**src/rtl/timer_defs_pkg.sv**
```systemverilog
// Shared command and state encodings for the timer controller slice.
package timer_defs;

    typedef logic [1:0] op_t;
    typedef logic [1:0] state_t;

    // Command opcodes carried on cmd_op
    localparam op_t OP_LOAD  = 2'b00;
    localparam op_t OP_START = 2'b01;
    localparam op_t OP_STOP  = 2'b10;
    localparam op_t OP_CLEAR = 2'b11;

    // Controller states, also visible on the state_dbg output
    localparam state_t ST_IDLE = 2'd0;
    localparam state_t ST_RUN  = 2'd1;
    localparam state_t ST_DONE = 2'd2;

endpackage

```
**src/rtl/timer_controller_interval_counter.sv**
```systemverilog
// Cycle counter for one timer interval: counts while enabled, restarts on a
// synchronous clear, and flags the last cycle of the interval on wrap.
module interval_counter #(
    parameter int PERIOD_W = 32
) (
    input  logic                CLK,
    input  logic                RST,
    input  logic                en,
    input  logic                clr,
    input  logic [PERIOD_W-1:0] period,
    output logic                wrap
);

    localparam logic [PERIOD_W-1:0] ONE = PERIOD_W'(1);

    logic [PERIOD_W-1:0] r_ticks;

    // Last cycle of the interval; period is never 0, so period-1 cannot underflow
    always_comb wrap = en && (r_ticks == (period - ONE));

    // Count while enabled; clear and wrap both restart the interval at zero
    always_ff @(posedge CLK) begin
        if (RST) begin
            r_ticks <= '0;
        end else if (clr || wrap) begin
            r_ticks <= '0;
        end else if (en) begin
            r_ticks <= r_ticks + ONE;
        end
    end

endmodule

```
**src/rtl/timer_controller.sv**
```systemverilog
// Command-driven timer: programmable period, start/stop/clear, one-shot or
// periodic mode, producing a tick pulse, an event counter and a flipper.
//
// Command handshake: a command transfers on a rising CLK edge where
// cmd_valid && cmd_ready; cmd_op/cmd_arg/cmd_oneshot are sampled only on that
// edge. cmd_ready drops for exactly the cycle after each transfer and is 1
// otherwise. Commands that make no sense in the current state are still
// accepted (and cost the same ready cycle) but have no effect.
module timer_controller
    import timer_defs::*;
#(
    parameter int                  PERIOD_W       = 32,
    parameter logic [PERIOD_W-1:0] DEFAULT_PERIOD = PERIOD_W'(12000000),
    parameter int                  COUNT_W        = 8
) (
    input  logic                CLK,
    input  logic                RST,
    input  logic                cmd_valid,
    output logic                cmd_ready,
    input  logic [1:0]          cmd_op,
    input  logic [PERIOD_W-1:0] cmd_arg,
    input  logic                cmd_oneshot,
    output logic                running,
    output logic                done,
    output logic [COUNT_W-1:0]  counter,
    output logic                flipper,
    output logic                tick,
    output logic [1:0]          state_dbg
);

    localparam logic [PERIOD_W-1:0] ONE_P = PERIOD_W'(1);
    localparam logic [COUNT_W-1:0]  ONE_C = COUNT_W'(1);

    state_t              state;
    state_t              state_nxt;
    logic [PERIOD_W-1:0] period;
    logic                mode_oneshot;
    logic                accept;
    logic                wrap;
    logic                fire;
    logic                ticks_clr;
    logic                is_clear;

    assign accept    = cmd_valid && cmd_ready;
    assign is_clear  = accept && (cmd_op == OP_CLEAR);
    // CLEAR landing on the wrap edge swallows that tick
    assign fire      = wrap && !is_clear;
    // Interval restarts on LOAD, CLEAR, and a START that leaves DONE
    assign ticks_clr = accept && ((cmd_op == OP_LOAD) || (cmd_op == OP_CLEAR) ||
                                  ((cmd_op == OP_START) && (state == ST_DONE)));

    assign running   = (state == ST_RUN);
    assign done      = (state == ST_DONE);
    assign state_dbg = state;

    interval_counter #(
        .PERIOD_W (PERIOD_W)
    ) u_interval (
        .CLK    (CLK),
        .RST    (RST),
        .en     (state == ST_RUN),
        .clr    (ticks_clr),
        .period (period),
        .wrap   (wrap)
    );

    // Next state: one-shot expiry first, then an accepted command may override it
    always_comb begin
        state_nxt = state;
        if ((state == ST_RUN) && fire && mode_oneshot) begin
            state_nxt = ST_DONE;
        end
        if (accept) begin
            case (cmd_op)
                OP_START: if (state != ST_RUN)  state_nxt = ST_RUN;
                OP_STOP:  if (state != ST_IDLE) state_nxt = ST_IDLE;
                default:  ;
            endcase
        end
    end

    // State, handshake, period and mode registers
    always_ff @(posedge CLK) begin
        if (RST) begin
            state        <= ST_IDLE;
            cmd_ready    <= 1'b1;
            period       <= DEFAULT_PERIOD;
            mode_oneshot <= 1'b0;
        end else begin
            state     <= state_nxt;
            cmd_ready <= !accept;
            if (accept && (cmd_op == OP_LOAD)) begin
                period <= (cmd_arg == '0) ? ONE_P : cmd_arg;
            end
            if (accept && (cmd_op == OP_START) && (state != ST_RUN)) begin
                mode_oneshot <= cmd_oneshot;
            end
        end
    end

    // Tick pulse, event counter and flipper
    always_ff @(posedge CLK) begin
        if (RST) begin
            tick    <= 1'b0;
            counter <= '0;
            flipper <= 1'b0;
        end else begin
            tick <= fire;
            if (is_clear) begin
                counter <= '0;
                flipper <= 1'b0;
            end else if (fire) begin
                counter <= counter + ONE_C;
                flipper <= !flipper;
            end
        end
    end

endmodule
```
**config.mk**
```make
export PLATFORM = sky130hd
export DESIGN_NAME = timer_controller
export DESIGN_NICKNAME = d
export VERILOG_FILES = /design/src/rtl/timer_defs_pkg.sv /design/src/rtl/timer_controller_interval_counter.sv /design/src/rtl/timer_controller.sv
export SDC_FILE = /design/constraint.sdc
export NUM_CORES = 1
export LEC_CHECK = 0
export ABC_AREA = 1
export CAP_MARGIN = 20
export CORE_ASPECT_RATIO = 1.4
export CORE_MARGIN = 4
export CORE_UTILIZATION = 40
export DETAILED_ROUTE_END_ITERATION = 8
export PLACE_DENSITY = 0.57
export SYNTH_ARGS = -nofsm -noshare
export SYNTH_HDL_FRONTEND = slang
export SYNTH_SLANG_ARGS = --single-unit
```
**constraint.sdc**
```tcl
create_clock -name CLK -period 3.1 [get_ports CLK]
set_input_delay 0.93 -clock CLK [delete_from_list [all_inputs] [get_ports CLK]]
set_output_delay 0.93 -clock CLK [all_outputs]
set_load 0.01 [all_outputs]
```
==> run metrics <==
path type of the worst min-delay path reg2reg; number of antenna diodes 0; hold violation total from the final report 0; kind of end point of the critical path register; largest buffer count on any clock path 2; clock-pin slew on the worst setup and hold paths 60 ps; final number of max-transition violations 0; power per cell area 425.3 nW/um^2; final layout net count 858; average wire length per cell after detail routing 14.37 um; first-pass detailed-route iteration total 4; number of remaining DRC errors 0; critical path type reg2reg; # rows 47; Worst R2R Start period[0]; distinct cell type count after synthesis 38; iteration-0 DRC count of the detailed router 152; die footprint 14130 um^2; worst reg2reg setup slack 410 ps; routed wire length 13.85 mm; Critical path buffers and inverters 1; number of cells in the design after placement 949; most used flip-flop cell after synthesis sky130_fd_sc_hd__dfxtp_1; leakage component of the power 2.325 nW; Synth Register Bits 78; area delta synth->final 21.23%; layout filler cell count 1253; Total Neg Setup Slack 0 ps; overflow left after global routing 0; CTS tree yes; buffer type at the clock tree root sky130_fd_sc_hd__clkbuf_16; Post-synth EDFFs 0; width of the chip 101.6 um; dominant cell type by count on the critical path sky130_fd_sc_hd__nand3_1; overall via count from detail_route 4938; average vias per placed instance 5.122; post-cts hold buffer count 0; RR Endpoint state_dbg[0]; mean instance size in the synthesized netlist 6.493 um^2; crit-path cells inv_1, ha_1, nand3_1, nor2_2, nand4_1, nand3_1, nand2_1, nor2_1, nand3_2, nor2_8, nand3_1, nand2_1, a21oi_1; post-route core utilization 0.4985; ratio of cells with drive above 1 in the final layout 0.06487; longest individual stage delay on the worst path 340 ps; Setup violations, final 0; number of setup buffers added after CTS 0; sink count of the clock tree 78; clock latency of the later-clocked register in the worst-skew pair 340 ps; via count of the first global-routing pass 4829; ratio of final minimum period to clock period 0.8663; Mapped Area 4908 um^2; post-layout minimum cycle time 2686 ps; portion of netlist area occupied by mux cells 0; dominant delay contributor by cell family on the critical path simple AND/OR/NAND/NOR gates; global-route usage over all layers 0.1980; number of stages on the worst hold path 2; H-tree Lvls 3; worst reg2reg path depth 13; adder-cell area share of the yosys netlist 0.01784; simple logic cell fraction of the synthesized area 0.4326; total power 0.002531 W; # Max-Cap Violations 0; Initial Util 0.4112; arrival time at the worst endpoint 2910 ps; Critical Path Slowest Stage Cell sky130_fd_sc_hd__dfxtp_1; Hold Path End counter[4]; RSZ-0062 raised after global routing false; number of antenna-violating nets in the routed design 0; maximum clock frequency 0.3724 GHz; clock skew after layout 9.853 ps; sequential area share after synthesis 0.3181; async set-reset flop share out of synthesis 0; result of the run complete, no violations; TritonCTS Buffers 9; area inside the core boundary 11940 um^2; Worst setup SP type register; Slew Limit Headroom 0.6665; antenna violations before repair 0; maximum number of pins on one net before global-route repair 33; total of buffers placed on input and output ports 52; number of cells in the finished layout apart from fillers 964; beginning of the worst hold path counter[4]; Max rail drop VDD 0.2702 mV; dominant combinational cell family by area after synthesis simple AND/OR/NAND/NOR gates; critical path fanouts, max 17; compound-gate portion of the synthesized area 0.08055; number of warnings printed during yosys synthesis 0; ports placed on the boundary 53; RePlAce Congestion 0.9108; slew at the pin with the worst max-slew slack 495.6 ps; Post-Synth XOR/XNOR Area 0.06959; wire length of the first global-routing pass 22.27 mm; required time of the worst setup path 3330 ps; cell count after synthesis 756; Die H 139.1 um; number of gates resized after cts 0; net count after synthesis 801; HPWL reported at the end of detailed placement 11.21 mm
## routing by layer
layer  share of wire  up-vias  global-route usage
li1                -     2563                   -
met1            0.39     2272              0.2068
met2            0.55       73              0.3769
met3           0.027       30             0.03422
met4           0.031        0             0.08053
met5               0        -                   0
## stage by stage
| stage | instance area [um^2] | hold slack (ps) | setup WS [ps] |
|---|---|---|---|
| after detailed placement | 5628 | 456.2 | 333.8 |
| after CTS | 5951 | 465.4 | 409.2 |
| after global routing | 5951 | 496.3 | 136.3 |
| after global placement | 5628 | 455.3 | 414.9 |
| final | 5951 | 465.6 | 414.4 |
| after floorplan | 4908 | 457.9 | 922.0 |
## power by group
| group | switching, W | total (W) | internal [W] |
|---|---|---|---|
| combinational | 0.000181 | 0.000314 | 0.000133 |
| sequential | 0.0000317 | 0.00106 | 0.00103 |
| clock | 0.000417 | 0.00116 | 0.000742 |
| total | 0.000630 | 0.00253 | 0.00190 |
## cell usage after synthesis, drive strengths merged, types with 9 or more instances
| cell | instances | area [um^2] |
|---|---|---|
| nor3 | 22 | 115.1 |
| xor2 | 22 | 192.7 |
| dfxtp | 78 | 1562 |
| o21ai | 15 | 78.83 |
| a21oi | 23 | 115.1 |
| nor4 | 18 | 112.6 |
| nand3 | 52 | 277.8 |
| a211oi | 14 | 105.1 |
| nand4 | 18 | 112.6 |
| buf | 9 | 46.29 |
| xnor2 | 17 | 148.9 |
| nand2 | 210 | 808.3 |
| nor2 | 126 | 563.0 |
| nand3b | 9 | 67.56 |
| inv | 83 | 311.6 |
## area by class of cell
type / instances / area (um^2) / area share
Multi-Input combinational cell: 575 / 2948 / 0.4954
Sequential cell: 78 / 1562 / 0.2624
Timing Repair Buffer: 62 / 608.1 / 0.1022
Inverter: 87 / 326.6 / 0.05488
Clock buffer: 11 / 252.7 / 0.04247
Tap cell: 147 / 183.9 / 0.03091
Clock inverter: 4 / 70.07 / 0.01177
## kinds of logic (layout without fill, tap and decap cells)
| kind of cell | Yosys count | after routing |
|---|---|---|
| AND/OR/NAND/NOR | 464 | 464 |
| XOR/XNOR | 39 | 39 |
| AO/OA/AOI/OAI | 65 | 65 |
| flip-flops | 78 | 78 |
| buffers and inverters | 103 | 164 |
| adder cells (fa/ha/maj) | 7 | 7 |
## worst max-delay path by stage
stage | from | slack (ps) | end | cells past startpoint
3_5_place_dp | cmd_op[0] | 330 | u_interval.r_ticks[8] | 8
6_report | period[0] | 410 | state_dbg[0] | 13
5_1_grt | period[0] | 140 | state_dbg[0] | 15
2_1_floorplan | period[0] | 920 | u_interval.r_ticks[6] | 14
3_3_place_gp | cmd_op[0] | 410 | u_interval.r_ticks[8] | 8
4_1_cts | period[0] | 410 | state_dbg[0] | 15
## worst min-delay path, stage by stage (launching register included)
cell and delay (ps):
sky130_fd_sc_hd__dfxtp_1 320, sky130_fd_sc_hd__inv_1 50, sky130_fd_sc_hd__a21oi_1 50
## cells in the final DEF (no fill, tap or decap), drive strengths merged, types with 22 or more instances in the layout
cell type,n
nand2,210
nor2,126
inv,83
dfxtp,78
clkdlybuf4s50,52
nand3,52
a21oi,23
xor2,22
nor3,22
## flip-flops by register name (all words and copies together), names as in the netlist
signal              flops
cmd_ready               1
counter                 8
flipper                 1
mode_oneshot            1
period                 32
state_dbg               2
tick                    1
u_interval.r_ticks     32
Power figures use the tool's default switching activity.
